## src/rtl/frame_loader.sv

```systemverilog
// Byte-stream packet parser that writes {G,R,B} pixels into the LED frame buffer write port.
// Optional CHECKSUM_EN adds a trailing XOR checksum byte checked in a CHECK state.
module frame_loader #(
  parameter int         ADDR_W    = 10,
  parameter logic [7:0] SYNC_BYTE = 8'hA5,
  parameter int         TIMEOUT   = 2000000
) (
  input  logic              clk,
  input  logic              reset,
  input  logic [7:0]        rx_data,
  input  logic              rx_valid,
  output logic              ram_we,
  output logic [ADDR_W-1:0] ram_addr,
  output logic [23:0]       ram_din,
  output logic              busy,
  output logic              frame_done,
  output logic              err
);

  localparam int CNT_W = $clog2(TIMEOUT + 1);

`ifdef CHECKSUM_EN
  typedef enum logic [2:0] {
    S_IDLE, S_ADDR_H, S_ADDR_L, S_LEN_H, S_LEN_L, S_PIXEL, S_CHECK
  } state_t;
  // Payload end hands over to the checksum byte; the verdict pulses later.
  localparam state_t END_STATE = S_CHECK;
  localparam logic   END_PULSE = 1'b0;
`else
  typedef enum logic [2:0] {
    S_IDLE, S_ADDR_H, S_ADDR_L, S_LEN_H, S_LEN_L, S_PIXEL
  } state_t;
  localparam state_t END_STATE = S_IDLE;
  localparam logic   END_PULSE = 1'b1;
`endif

  state_t            state;
  logic [7:0]        addr_h;
  logic [7:0]        len_h;
  logic [7:0]        pix_g;
  logic [7:0]        pix_r;
  logic [1:0]        byte_idx;
  logic [ADDR_W-1:0] wr_addr;
  logic [15:0]       pix_cnt;
  logic [CNT_W-1:0]  timer;    // cycles elapsed since the last accepted byte
`ifdef CHECKSUM_EN
  logic [7:0]        csum;
`endif

  assign busy = (state != S_IDLE);

  // NOTE: all state and registered outputs use non-blocking assignments and reset
  // asynchronously, so a reset mid-packet also cancels a write that is about to issue.
  always_ff @(posedge clk or negedge reset) begin
    if (!reset) begin
      state      <= S_IDLE;
      addr_h     <= '0;
      len_h      <= '0;
      pix_g      <= '0;
      pix_r      <= '0;
      byte_idx   <= '0;
      wr_addr    <= '0;
      pix_cnt    <= '0;
      timer      <= '0;
      ram_we     <= 1'b0;
      ram_addr   <= '0;
      ram_din    <= '0;
      frame_done <= 1'b0;
      err        <= 1'b0;
`ifdef CHECKSUM_EN
      csum       <= '0;
`endif
    end else begin
      ram_we     <= 1'b0;
      frame_done <= 1'b0;
      err        <= 1'b0;

      if (rx_valid) begin
        timer <= CNT_W'(1);
`ifdef CHECKSUM_EN
        if (state != S_IDLE && state != S_CHECK) csum <= csum ^ rx_data;
`endif
        case (state)
          S_IDLE: begin
            if (rx_data == SYNC_BYTE) begin
              state <= S_ADDR_H;
`ifdef CHECKSUM_EN
              csum  <= '0;
`endif
            end
          end
          S_ADDR_H: begin
            addr_h <= rx_data;
            state  <= S_ADDR_L;
          end
          S_ADDR_L: begin
            wr_addr <= ADDR_W'({addr_h, rx_data});
            state   <= S_LEN_H;
          end
          S_LEN_H: begin
            len_h <= rx_data;
            state <= S_LEN_L;
          end
          S_LEN_L: begin
            byte_idx <= '0;
            pix_cnt  <= {len_h, rx_data};
            if ({len_h, rx_data} == 16'd0) begin
              state      <= END_STATE;
              frame_done <= END_PULSE;
            end else begin
              state <= S_PIXEL;
            end
          end
          S_PIXEL: begin
            case (byte_idx)
              2'd0: begin
                pix_g    <= rx_data;
                byte_idx <= 2'd1;
              end
              2'd1: begin
                pix_r    <= rx_data;
                byte_idx <= 2'd2;
              end
              default: begin
                ram_we   <= 1'b1;
                ram_addr <= wr_addr;
                ram_din  <= {pix_g, pix_r, rx_data};
                wr_addr  <= wr_addr + 1'b1;
                pix_cnt  <= pix_cnt - 16'd1;
                byte_idx <= 2'd0;
                if (pix_cnt == 16'd1) begin
                  state      <= END_STATE;
                  frame_done <= END_PULSE;
                end
              end
            endcase
          end
`ifdef CHECKSUM_EN
          S_CHECK: begin
            state <= S_IDLE;
            if (rx_data == csum) frame_done <= 1'b1;
            else                 err        <= 1'b1;
          end
`endif
          default: state <= S_IDLE;
        endcase
      end else if (state != S_IDLE) begin
        // Silence mid-packet: abort once the idle gap reaches TIMEOUT cycles.
        if (timer == CNT_W'(TIMEOUT - 1)) begin
          err      <= 1'b1;
          state    <= S_IDLE;
          timer    <= '0;
          byte_idx <= '0;
        end else begin
          timer <= timer + 1'b1;
        end
      end
    end
  end

endmodule

```

## config.mk

```make
export PLATFORM = sky130hd
export DESIGN_NAME = frame_loader
export DESIGN_NICKNAME = d
export VERILOG_FILES = /design/src/rtl/frame_loader.sv
export SDC_FILE = /design/constraint.sdc
export NUM_CORES = 1
export LEC_CHECK = 0
export ABC_CLOCK_PERIOD_IN_PS = 2000
export CAP_MARGIN = 10
export CORE_MARGIN = 8
export CORE_UTILIZATION = 55
export CTS_BUF_LIST = sky130_fd_sc_hd__clkbuf_4
export DETAILED_ROUTE_END_ITERATION = 6
export DONT_BUFFER_PORTS = 1
export PLACE_DENSITY = 0.7
export SLEW_MARGIN = 10
export SYNTH_ARGS = -nofsm -noshare
export SYNTH_HDL_FRONTEND = slang
export SYNTH_SLANG_ARGS = --single-unit
```

## constraint.sdc

```tcl
create_clock -name clk -period 2 [get_ports clk]
set_clock_uncertainty 0.15 [all_clocks]
set_input_delay 0.4 -clock clk [delete_from_list [all_inputs] [get_ports clk]]
set_output_delay 0.4 -clock clk [all_outputs]
set_load 0.01 [all_outputs]
```

-- Word level (Yosys, flattened, before mapping)
Index checks and enable logic that the tools add are counted.
- register bits after elaboration: 115
- input bits: 11
- output and inout bits: 38
- logic and storage cells: 81
- add/subtract/negate cells: 3
- eq/ne operators: 14
- multiplexer cells: 31
- bitwise logic cells: 1
- reduce and logical (&&, ||, !) cells: 18
- operators by type and width (cell ; number):
    $mux 21 ; 3
    $pmux 16 s2 ; 1
    $add 21x1->21 const B ; 1
    $eq 21x21->1 const B ; 1
    $mux 3 ; 7
    $pmux 10 s2 ; 1
    $pmux 3 s6 ; 1
    $reduce_and 3->1 ; 6
    $eq 16x1->1 const B ; 1
    $logic_not 16->1 ; 1
    $mux 16 ; 1
    $sub 16x1->16 const B ; 1
    $add 10x1->10 const B ; 1
    $mux 1 ; 10
    $mux 10 ; 1
    $ne 3x3->1 const B ; 3
    $eq 8x8->1 const B ; 1
    $pmux 2 s2 ; 2
    $reduce_bool 2->1 ; 4
    $eq 3x2->1 const B ; 2
    $eq 3x3->1 const B ; 2
    $mux 2 ; 3
    $reduce_and 5->1 ; 1
    $reduce_and 2->1 ; 2
    other kinds (10) ; 10

-- Logic depth before layout (Yosys ltp)
Gate-level depths: netlist of the first run.
- depth after elaboration: 5
- gate-level depth with buffers: 7
- mapped depth without buffers: 6

-- Worst setup path before layout of the first run
No wires, ideal clock.
- kind: flip-flop to flip-flop
- start: reg state[1]
- end: reg ram_addr[0]
- setup time: 0.125 ns
- arrival: 1.827 ns
- required time: 1.725 ns
- slack: -0.101 ns
- stages on the path, launching flop included: 6
- path buffers: 2
- period minus slack after synthesis: 2.101 ns
- path through: dfrtp_1 clkbuf_1 nand3b_1 nor3_4 buf_2 mux2_2
- longest elaborated chain between the ends: 2
- ends and longest elaborated chain (element ; RTL line ; RTL):
    start: declaration ; 37 ; state_t state;
    start signal: assignment ; 56 ; state <= S_IDLE;
    start signal: assignment ; 86 ; state <= S_ADDR_H;
    start signal: assignment ; 94 ; state <= S_ADDR_L;
    $eq 3x3->1 ; 83 ; case (state)
    $reduce_and 3->1 (no line) ; -- ;
    end signal: assignment ; 126 ; ram_addr <= wr_addr;
    end: declaration ; 13 ; output logic [ADDR_W-1:0] ram_addr,
Every way passes these cells.
A chain may end at the register's enable or synchronous reset.

-- Worst setup path after layout of the first run
- start: reg pix_cnt[7]
- end: reg pix_cnt[13]
- longest elaborated chain between the ends: 3
- ends and longest elaborated chain (element ; RTL line ; RTL):
    start: declaration ; 44 ; logic [15:0] pix_cnt;
    start signal: assignment ; 106 ; pix_cnt <= {len_h, rx_data};
    start signal: assignment ; 129 ; pix_cnt <= pix_cnt - 16'd1;
    $sub 16x1->16 ; 129 ;
    $mux 16 ; 115 ; case (byte_idx)
    $pmux 16 s2 ; 83 ;
Every way passes these cells. The select of a mux whose other input is x is not followed.

==> impl_metrics.csv, run 1 <==
group,metric,value,unit
power_and_ir_drop,p_int,5.04,mW
clock_network,ctsHoldBuffers,9,
synthesis,synth_area,5580,um^2
synthesis,synthAdderAreaFrac,0.896,%
floorplan,pin_count,49,
synthesis,yosys.area_share.simple,19.3,%
global_routing,grt_pass1_vias,4483,
critical_path,reg2reg_from,"pix_cnt[7]$_DFFE_PN0P_",
critical_path,worstPathMaxFanout,3,
synthesis,ys_seq_elements,115,
finish,drive_gt1_share,32.3,%
clock_network,clock_latency,0.54,ns
finish,n_fill_cell,767,
routing,wire_per_inst,19.5,um
job,maxCapViolCount,0,
synthesis,synth_compound_area_share,13.0,%
sta,slew_headroom,67.2,%
clock_network,clock-sinks,115,
status,outcome,"finished with violations",
power_and_ir_drop,comb_power_share,33.9,%
synthesis,synthArstFlopShare,100,%
place,place_ws,-0.129,ns
place,portBuffers,0,
sta,rsz0062_at_grt,"true",
synthesis,synth_nets,544,
finish,antenna_cells,0,
synthesis,synthFlopType,"dfrtp_1",
sta,worst_pin_slew,0.490,ns
clock_network,cts-root-buf,"clkbuf_4",
critical_path,rr_worst_depth,4,
synthesis,synth-seq-area-share,51.5,%
place,dp_hpwl,9.01,mm
floorplan,die_x,117,um
floorplan,initial_utilization,56.9,%
global_routing,gr-total-overflow,0,
power_and_ir_drop,p_leak,2.95,nW
sta,hold_viol_final,115,
clock_network,cts_htree_levels,4,
critical_path,critPathLaunchType,"flop",
place,placed_area,6080,um^2
clock_network,cts_buffer_depth,2,
power_and_ir_drop,switching_share,38.6,%
critical_path,crit_start,"pix_cnt[7]$_DFFE_PN0P_",
clock_network,cts.clk_slew.worst_paths,0.13,ns
power_and_ir_drop,p_clk_share,19.7,%
critical_path,cp.required,2.28,ns
routing,drtIter0Drc,358,
synthesis,avgSynthCellArea,10.6,um^2
sta,timing.final.crit_share,105,%
critical_path,crit_type,"reg -> reg",
routing,drt-pass1-iter-count,7,
critical_path,r2r_setup_slack,-0.1,ns
global_routing,grt_max_degree,116,
synthesis,synth_warnings,0,
sta,slew_violations,0,
power_and_ir_drop,peakVddDrop,0.000803,V
power_and_ir_drop,power.density,1210,nW/um^2
synthesis,synth_mux_area_share,10.9,%
floorplan,core,9820,um^2
routing,route.detailed.drc,0,
routing,drtAntennaViolNets,0,
floorplan,die_h,117,um
power_and_ir_drop,p_sw,3.17,mW
global_routing,grt_pass1_wl,22.9,mm
min_path,min_path_type,"in -> async",
floorplan,die_area,13600,um^2
sta,fmax,477,MHz
critical_path,r2r-end,"pix_cnt[13]$_DFFE_PN0P_",
routing,num_vias,4640,
synthesis,synthCells,529,
critical_path,arrival,2.37,ns
finish,final_cell_area,6760,um^2
finish,num-nets-final,618,
synthesis,yosysUniqueCellTypes,63,
routing,via_per_inst,6.19,
routing,drt-total-wl,14.6,mm
synthesis,synth-edff-count,0,
sta,min_period,2.10,ns
clock_network,cts_tree,"yes",
synthesis,synth-xor-area-share,1.25,%
sta,finalSetupViolations,7,
power_and_ir_drop,seqPwrFrac,46.4,%
place,place.gp.congestion,0.852,
floorplan,num_rows,36,
status,violations,"negative hold slack, negative setup slack",
synthesis,synth_top_family_by_area,"simple AND/OR/NAND/NOR gates",
sta,setup_ws,-0.0964,ns
critical_path,crit_end,"pix_cnt[13]$_DFFE_PN0P_",
critical_path,end_kind,"flop",
clock_network,numCtsBuffers,17,
sta,fin_hold_ws,-0.605,ns
global_routing,antenna_found_initial,0,
finish,area_growth,21.1,%
global_routing,track_usage,21.8,%
## logic make-up (layout without fill, tap and decap cells)
group,Yosys count,count (layout)
buffers and inverters,43,130
adders and majority gates,4,4
and+or+nand+nor,190,190
AOI/OAI and AO/OA,115,115
DFF,115,115
xor gates and xnor gates,8,8
muxes,54,54
## cells in the mapped netlist (6+ instances only)
| cell type | n | area share [%] |
|---|---|---|
| a21oi_1 | 34 | 3.0 |
| buf_2 | 9 | 0.81 |
| clkbuf_1 | 17 | 1.1 |
| dfrtp_1 | 115 | 52 |
| inv_1 | 12 | 0.81 |
| mux2_2 | 53 | 11 |
| nand2_1 | 45 | 3.0 |
| nand3_1 | 17 | 1.5 |
| nand4_1 | 14 | 1.6 |
| nor2_1 | 31 | 2.1 |
| nor3_1 | 8 | 0.72 |
| nor4_1 | 15 | 1.7 |
| o211ai_1 | 6 | 0.81 |
| o21ai_0 | 32 | 2.9 |
| o31ai_1 | 6 | 0.81 |
| or4_1 | 7 | 0.94 |
## sequential cells by signal, indices dropped and copies added (netlist names)
signal / count
addr_h: 2
byte_idx: 2
err: 1
frame_done: 1
len_h: 8
pix_cnt: 16
pix_g: 8
pix_r: 8
ram_addr: 10
ram_din: 24
ram_we: 1
state: 3
timer: 21
wr_addr: 10
## critical path, stage by stage, from the launching register on
cell and delay [ns]:
dfrtp_1 0.41, or4_4 0.58, or4_4 0.52, o311ai_2 0.23
nand3_1 0.10
## cell type report
| class | instances | area, um^2 | area share [%] |
|---|---|---|---|
| clock inverter | 15 | 138 | 2.04 |
| clock buffer | 17 | 128 | 1.89 |
| tap | 133 | 166 | 2.46 |
| inverter | 13 | 48.8 | 0.722 |
| sequential | 115 | 2880 | 42.6 |
| timing repair buffer | 85 | 763 | 11.3 |
| multi-input combinational | 371 | 2640 | 39.0 |
## layout by cell type, fill, tap and decap left out, drive strengths merged, types with 2 or more instances in the layout
cell type / instances
a21o: 4
a21oi: 34
a22oi: 2
a2bb2oi: 5
a31oi: 3
and2: 3
and3: 3
and4: 4
and4bb: 2
buf: 74
clkbuf: 19
clkinvlp: 3
dfrtp: 115
dlygate4sd3: 9
ha: 4
inv: 24
mux2: 53
nand2: 45
nand3: 18
nand3b: 3
nand4: 14
nand4b: 5
nor2: 31
nor2b: 4
nor3: 10
nor3b: 5
nor4: 15
nor4bb: 2
o211ai: 6
o21a: 3
o21ai: 32
o22a: 5
o22ai: 4
o31ai: 6
or2: 5
or3: 8
or4: 9
xnor2: 4
xor2: 4
## worst min-delay path by stage
stage	start	end	slack, ns	depth (start not counted)
3_5_place_dp	reset	pix_cnt[10]$_DFFE_PN0P_	-0.04	0
3_3_place_gp	reset	pix_cnt[10]$_DFFE_PN0P_	-0.04	0
2_1_floorplan	reset	addr_h[0]$_DFFE_PN0P_	-0.05	0
6_report	reset	pix_cnt[11]$_DFFE_PN0P_	-0.60	0
5_1_grt	reset	wr_addr[4]$_DFFE_PN0P_	-0.66	0
4_1_cts	reset	pix_cnt[12]$_DFFE_PN0P_	-0.65	0
## timing repair
item                                    4_1_cts  5_1_grt
setup buffers                                 4       13
cloned                                        0        3
endpoints found under the setup margin       12       76
gates resized for setup                      12       15
endpoints found under the hold margin       175      115
pin swaps                                     4       15
## power groups by stage
stage               logic [mW]  registers, mW  clock network, mW
global route              3.03           3.93               1.77
detailed placement        2.44           3.84                  0
CTS                       2.62           3.80               1.64
finish                    2.78           3.81               1.62
floorplan                 1.68           3.66                  0
global placement          2.35           3.79                  0
## per-stage QoR
| stage | cells | hold slack, ns | setup TNS, ns | power [mW] | utilization [%] |
|---|---|---|---|---|---|
| 2_1_floorplan | 529 | -0.0456 | -0.0830 | 5.34 | - |
| 3_3_place_gp | 688 | -0.0387 | -0.112 | 6.14 | 61.9 |
| 3_5_place_dp | 688 | -0.0386 | -0.426 | 6.28 | 61.9 |
| 4_1_cts | 733 | -0.649 | -0.384 | 8.06 | 66.4 |
| 5_1_grt | 749 | -0.663 | -0.918 | 8.72 | 68.9 |
| 6_report | 749 | -0.605 | -0.394 | 8.21 | 68.9 |
## layer usage
layer | wire length [um] | global-route usage [%] | vias to the layer above
met5 | 0 | 0 | -
met4 | 180 | 7.34 | 0
met1 | 6190 | 27.3 | 2341
met2 | 7160 | 34.4 | 168
met3 | 1100 | 7.65 | 19
li1 | - | - | 2112
No activity file was read; power rests on OpenSTA's default activity.
==> run 2, diff against run 1 <==
--- a/config.mk
+++ b/config.mk
@@ -12,7 +12,8 @@
 export CTS_BUF_LIST = sky130_fd_sc_hd__clkbuf_4
 export DETAILED_ROUTE_END_ITERATION = 6
 export DONT_BUFFER_PORTS = 1
-export PLACE_DENSITY = 0.7
+export MAX_ROUTING_LAYER = met4
+export PLACE_DENSITY = 0.85
 export SLEW_MARGIN = 10
 export SYNTH_ARGS = -nofsm -noshare
 export SYNTH_HDL_FRONTEND = slang
==> impl_metrics.csv, run 2 (synthesis results as in run 1) <==
group,metric,value,unit
sta,slew_headroom,66.3,%
finish,seqCellArea,2880,um^2
finish,antenna_cells,0,
sta,worst_pin_slew,0.504,ns
clock_network,cts.clk_slew.worst_paths,0.13,ns
status,violations,"design-rule violations, negative hold slack, negative setup slack",
sta,timing.final.crit_share,109,%
clock_network,clock-sinks,115,
routing,drt-pass1-iter-count,7,
critical_path,r2r_setup_slack,-0.17,ns
global_routing,grt_max_degree,116,
floorplan,die_area,13600,um^2
critical_path,crit_type,"reg -> reg",
clock_network,cts_tree,"yes",
finish,layout_commonest_cell,"dfrtp_1",
routing,wire_per_inst,22.8,um
sta,min_period,2.17,ns
floorplan,die_h,117,um
floorplan,pin_count,49,
place,place_ws,-0.136,ns
place,place.gp.congestion,0.837,
critical_path,end_kind,"flop",
sta,fmax,461,MHz
sta,slew_violations,0,
critical_path,critPathSlowestCell,"or4_4",
clock_network,cts_htree_levels,4,
sta,hold_viol_final,115,
power_and_ir_drop,peakVddDrop,0.000770,V
global_routing,antenna_found_initial,0,
floorplan,core,9820,um^2
finish,n_fill_cell,653,
sta,finalSetupTns,-0.674,ns
floorplan,initial_utilization,56.9,%
critical_path,crit_chain,"or4_4 > or4_4 > o311ai_4 > nand3_1",
finish,drive_gt1_share,31.8,%
clock_network,numCtsBuffers,17,
floorplan,num_rows,36,
critical_path,worstPathMaxFanout,3,
critical_path,path_common_cell,"or4_4",
routing,drtIter0Drc,648,
sta,rsz0062_at_grt,"true",
clock_network,cts_buffer_depth,2,
sta,finalSetupViolations,11,
sta,setup_ws,-0.171,ns
global_routing,track_usage,23.9,%
routing,drt-total-wl,17.0,mm
power_and_ir_drop,power.density,1260,nW/um^2
clock_network,cts-root-buf,"clkbuf_4",
global_routing,grt_pass1_vias,4736,
critical_path,max_stage_delay,0.57,ns
finish,area_growth,21.5,%
place,portBuffers,0,
status,outcome,"finished with violations",
critical_path,reg2reg_from,"pix_cnt[3]$_DFFE_PN0P_",
finish,largest_reg_flops,24,
routing,num_vias,4988,
finish,top_register,"ram_din",
global_routing,grt_pass1_wl,24.6,mm
routing,drtAntennaViolNets,0,
finish,multi_input_area,2690,um^2
routing,route.detailed.drc,4,
critical_path,cp.required,2.29,ns
sta,fin_hold_ws,-0.636,ns
routing,via_per_inst,6.71,
critical_path,critPathLaunchType,"flop",
floorplan,die_x,117,um
clock_network,ctsHoldBuffers,9,
finish,fin_cells,743,
finish,num-nets-final,612,
global_routing,gr-total-overflow,0,
power_and_ir_drop,p_leak,2.94,nW
place,place_inst,681,
finish,reg.largest.list,"ram_din x24, timer x21, pix_cnt x16",
clock_network,clock_latency,0.56,ns
job,maxCapViolCount,0,
critical_path,arrival,2.46,ns
critical_path,crit_start,"pix_cnt[3]$_DFFE_PN0P_",
place,dp_hpwl,9.16,mm
min_path,min_path_type,"in -> async",
finish,final_cell_mix,"115 x dfrtp_1, 60 x buf_4, 46 x mux2_2, 45 x nand2_1",
finish,post-route-util,69.1,%
## run 2: final cells by class
| type | count | area share (%) |
|---|---|---|
| repair buffers | 79 | 10.5 |
| inverters | 13 | 0.756 |
| clock buffers | 17 | 1.88 |
| multi-input cells | 371 | 39.7 |
| clock inverters | 15 | 2.34 |
| well taps | 133 | 2.45 |
| flip-flops and latches | 115 | 42.4 |
## run 2: power by group
group,switching [mW],internal [mW]
clock network,1.14,0.567
logic,1.53,1.42
registers,0.834,3.06
total,3.50,5.05
## run 2: critical path: cells and delay by family, from the launching register on
kind            cells  cell delay [ns]
compound gates      1             0.24
simple gates        3             1.25
flops               1             0.42
## run 2: layer usage
layer | track usage [%] | up-vias | routed length, um
li1 | - | 2096 | -
met1 | 26.9 | 2439 | 6220
met2 | 36.0 | 351 | 8260
met3 | 8.95 | 102 | 1630
met4 | 14.1 | 0 | 856
met5 | - | - | 0
## run 2: repair_timing
action | CTS | global route
pin swaps | 3 | 10
setup endpoints to repair | 35 | 29
gates resized for setup | 12 | 27
endpoints found under the hold margin | 175 | 115
buffers inserted | 5 | 14
gates cloned | 1 | 2
## run 2: stage by stage
stage	hold slack [ns]	instance area, um^2	total power, mW
2_1_floorplan	-0.0456	5600	5.34
5_1_grt	-0.660	6780	8.94
3_3_place_gp	-0.0371	6030	6.05
4_1_cts	-0.641	6530	8.06
6_report	-0.636	6780	8.55
3_5_place_dp	-0.0369	6030	6.25
## run 2: path summary, 6_finish.rpt
check,endpoint,cells past startpoint
max reg2reg,pix_cnt[13]$_DFFE_PN0P_,4
min,timer[9]$_DFFE_PN0P_,0
max in group asynchronous,ram_din[13]$_DFFE_PN0P_,0
min in group clk,timer[19]$_DFFE_PN0P_,2
min reg2reg,ram_din[9]$_DFFE_PN0P_,1
max,pix_cnt[13]$_DFFE_PN0P_,4
==> run 3, diff against run 2 <==
--- a/config.mk
+++ b/config.mk
@@ -14,6 +14,7 @@
 export DONT_BUFFER_PORTS = 1
 export MAX_ROUTING_LAYER = met4
 export PLACE_DENSITY = 0.85
+export RECOVER_POWER = 100
 export SLEW_MARGIN = 10
 export SYNTH_ARGS = -nofsm -noshare
 export SYNTH_HDL_FRONTEND = slang
==> impl_metrics.csv, run 3 (synthesis results as in run 1) <==
group,metric,value,unit
status,outcome,"finished with violations",
status,violations,"negative hold slack, negative setup slack",
critical_path,crit_type,"reg -> reg",
floorplan,die_area,13600,um^2
sta,finalSetupViolations,56,
clock_network,cts_tree,"yes",
clock_network,cts_buffer_depth,2,
critical_path,critPathLaunchType,"flop",
job,maxCapViolCount,0,
sta,finalSetupTns,-4.29,ns
routing,via_per_inst,6.80,
floorplan,die_x,117,um
global_routing,grt_pass1_wl,24.6,mm
critical_path,critPathBufInv,0,
place,placed_area,6030,um^2
floorplan,initial_utilization,56.9,%
critical_path,reg2reg_from,"pix_cnt[3]$_DFFE_PN0P_",
floorplan,core,9820,um^2
sta,rsz0062_at_grt,"true",
floorplan,num_rows,36,
routing,drtAntennaViolNets,0,
clock_network,cts.clk_slew.worst_paths,0.13,ns
finish,area_growth,21.0,%
clock_network,clock_latency,0.55,ns
clock_network,numCtsBuffers,17,
finish,post-route-util,68.8,%
min_path,min_path_type,"in -> async",
finish,antenna_cells,0,
sta,setup_ws,-0.168,ns
sta,timing.final.crit_share,108,%
place,place_ws,-0.136,ns
routing,num_vias,5051,
place,place.gp.congestion,0.837,
routing,drt-total-wl,17.0,mm
critical_path,worstPathMaxFanout,3,
sta,slew_violations,0,
finish,num-nets-final,612,
clock_network,cts_htree_levels,4,
sta,hold_viol_final,115,
critical_path,arrival,2.45,ns
finish,largest_reg_flops,24,
finish,n_fill_cell,657,
routing,drt-pass1-iter-count,5,
critical_path,cp_top_family,"simple AND/OR/NAND/NOR gates",
routing,wire_per_inst,22.8,um
critical_path,end_kind,"flop",
finish,drive_gt1_share,31.1,%
critical_path,crit_chain,"or4_4 > or4_4 > o311ai_4 > nand3_1",
routing,drtIter0Drc,628,
finish,final_cell_mix,"115 x dfrtp_1, 59 x buf_4, 46 x mux2_2, 45 x nand2_1",
critical_path,crit_start,"pix_cnt[3]$_DFFE_PN0P_",
global_routing,antenna_found_initial,0,
floorplan,pin_count,49,
critical_path,cp.required,2.29,ns
global_routing,grt_pass1_vias,4736,
power_and_ir_drop,p_leak,2.93,nW
place,dp_hpwl,9.16,mm
sta,fmax,461,MHz
clock_network,cts-root-buf,"clkbuf_4",
clock_network,ctsHoldBuffers,9,
global_routing,gr-total-overflow,0,
sta,slew_headroom,63.6,%
power_and_ir_drop,peakVddDrop,0.000766,V
finish,reg.largest.list,"ram_din x24, timer x21, pix_cnt x16",
finish,final_cell_area,6760,um^2
global_routing,grt_max_degree,116,
finish,top_register,"ram_din",
sta,fin_hold_ws,-0.630,ns
floorplan,die_h,117,um
sta,min_period,2.17,ns
global_routing,track_usage,23.9,%
critical_path,max_stage_delay,0.57,ns
clock_network,clock-sinks,115,
finish,layout_commonest_cell,"dfrtp_1",
routing,route.detailed.drc,0,
sta,worst_pin_slew,0.546,ns
power_and_ir_drop,power.density,1260,nW/um^2
critical_path,path_common_cell,"or4_4",
critical_path,critPathSlowestCell,"or4_4",
place,portBuffers,0,
run 3: cell types whose count changed in the layout (fill, tap and decap cells not counted):
cell and change:
and4_1 +1, and4_2 -1, buf_2 -1, buf_4 -1, buf_6 -2, clkbuf_1 +1
clkbuf_2 +1, clkbuf_4 +2, nor3_1 +1, nor3_4 -1, or2_1 +1, or2_4 -1
run 3: worst paths after layout:
check                                           to  slack [ns]  depth (start not counted)
max                        pix_cnt[13]$_DFFE_PN0P_       -0.17                          4
min                           timer[9]$_DFFE_PN0P_       -0.63                          0
max reg2reg                pix_cnt[13]$_DFFE_PN0P_       -0.17                          4
min reg2reg                 ram_din[9]$_DFFE_PN0P_        0.35                          1
max in group asynchronous     timer[7]$_DFFE_PN0P_        2.15                          0
min in group clk             timer[19]$_DFFE_PN0P_        0.05                          2
run 3: layout make-up:
type	count	area, um^2	share of cell area [%]
Clock buffer	17	128	1.89
Sequential cell	115	2880	42.6
Inverter	13	51.3	0.759
Timing Repair Buffer	79	699	10.4
Tap cell	133	166	2.46
Clock inverter	15	159	2.35
Multi-Input combinational cell	371	2680	39.6
run 3: repair_timing:
action / in CTS / in global routing
gates resized for setup: 12 / 27
gates cloned: 1 / 2
pin swaps: 3 / 10
endpoints found under the hold margin: 175 / 115
setup endpoints to repair: 35 / 29
setup buffers: 5 / 14
run 3: through the flow:
step | std cells | total power, mW | hold slack, ns
floorplan | 529 | 5.34 | -0.0456
global placement | 681 | 6.05 | -0.0371
detailed placement | 681 | 6.25 | -0.0369
CTS | 728 | 8.06 | -0.641
global route | 743 | 8.91 | -0.660
finish | 743 | 8.52 | -0.630
run 3: routing by layer:
metal	vias up	global-route usage (%)	routed length [um]
li1	2097	-	-
met1	2455	26.9	6160
met2	387	36.0	8180
met3	112	8.95	1680
met4	0	14.1	955
met5	-	-	0
run 3: report_power, final:
part	total [mW]	switching (mW)	leakage (nW)	internal, mW
sequential	3.89	0.828	1.50	3.06
combinational	2.93	1.52	1.28	1.41
clock	1.70	1.13	0.149	0.567
total	8.52	3.48	2.93	5.04
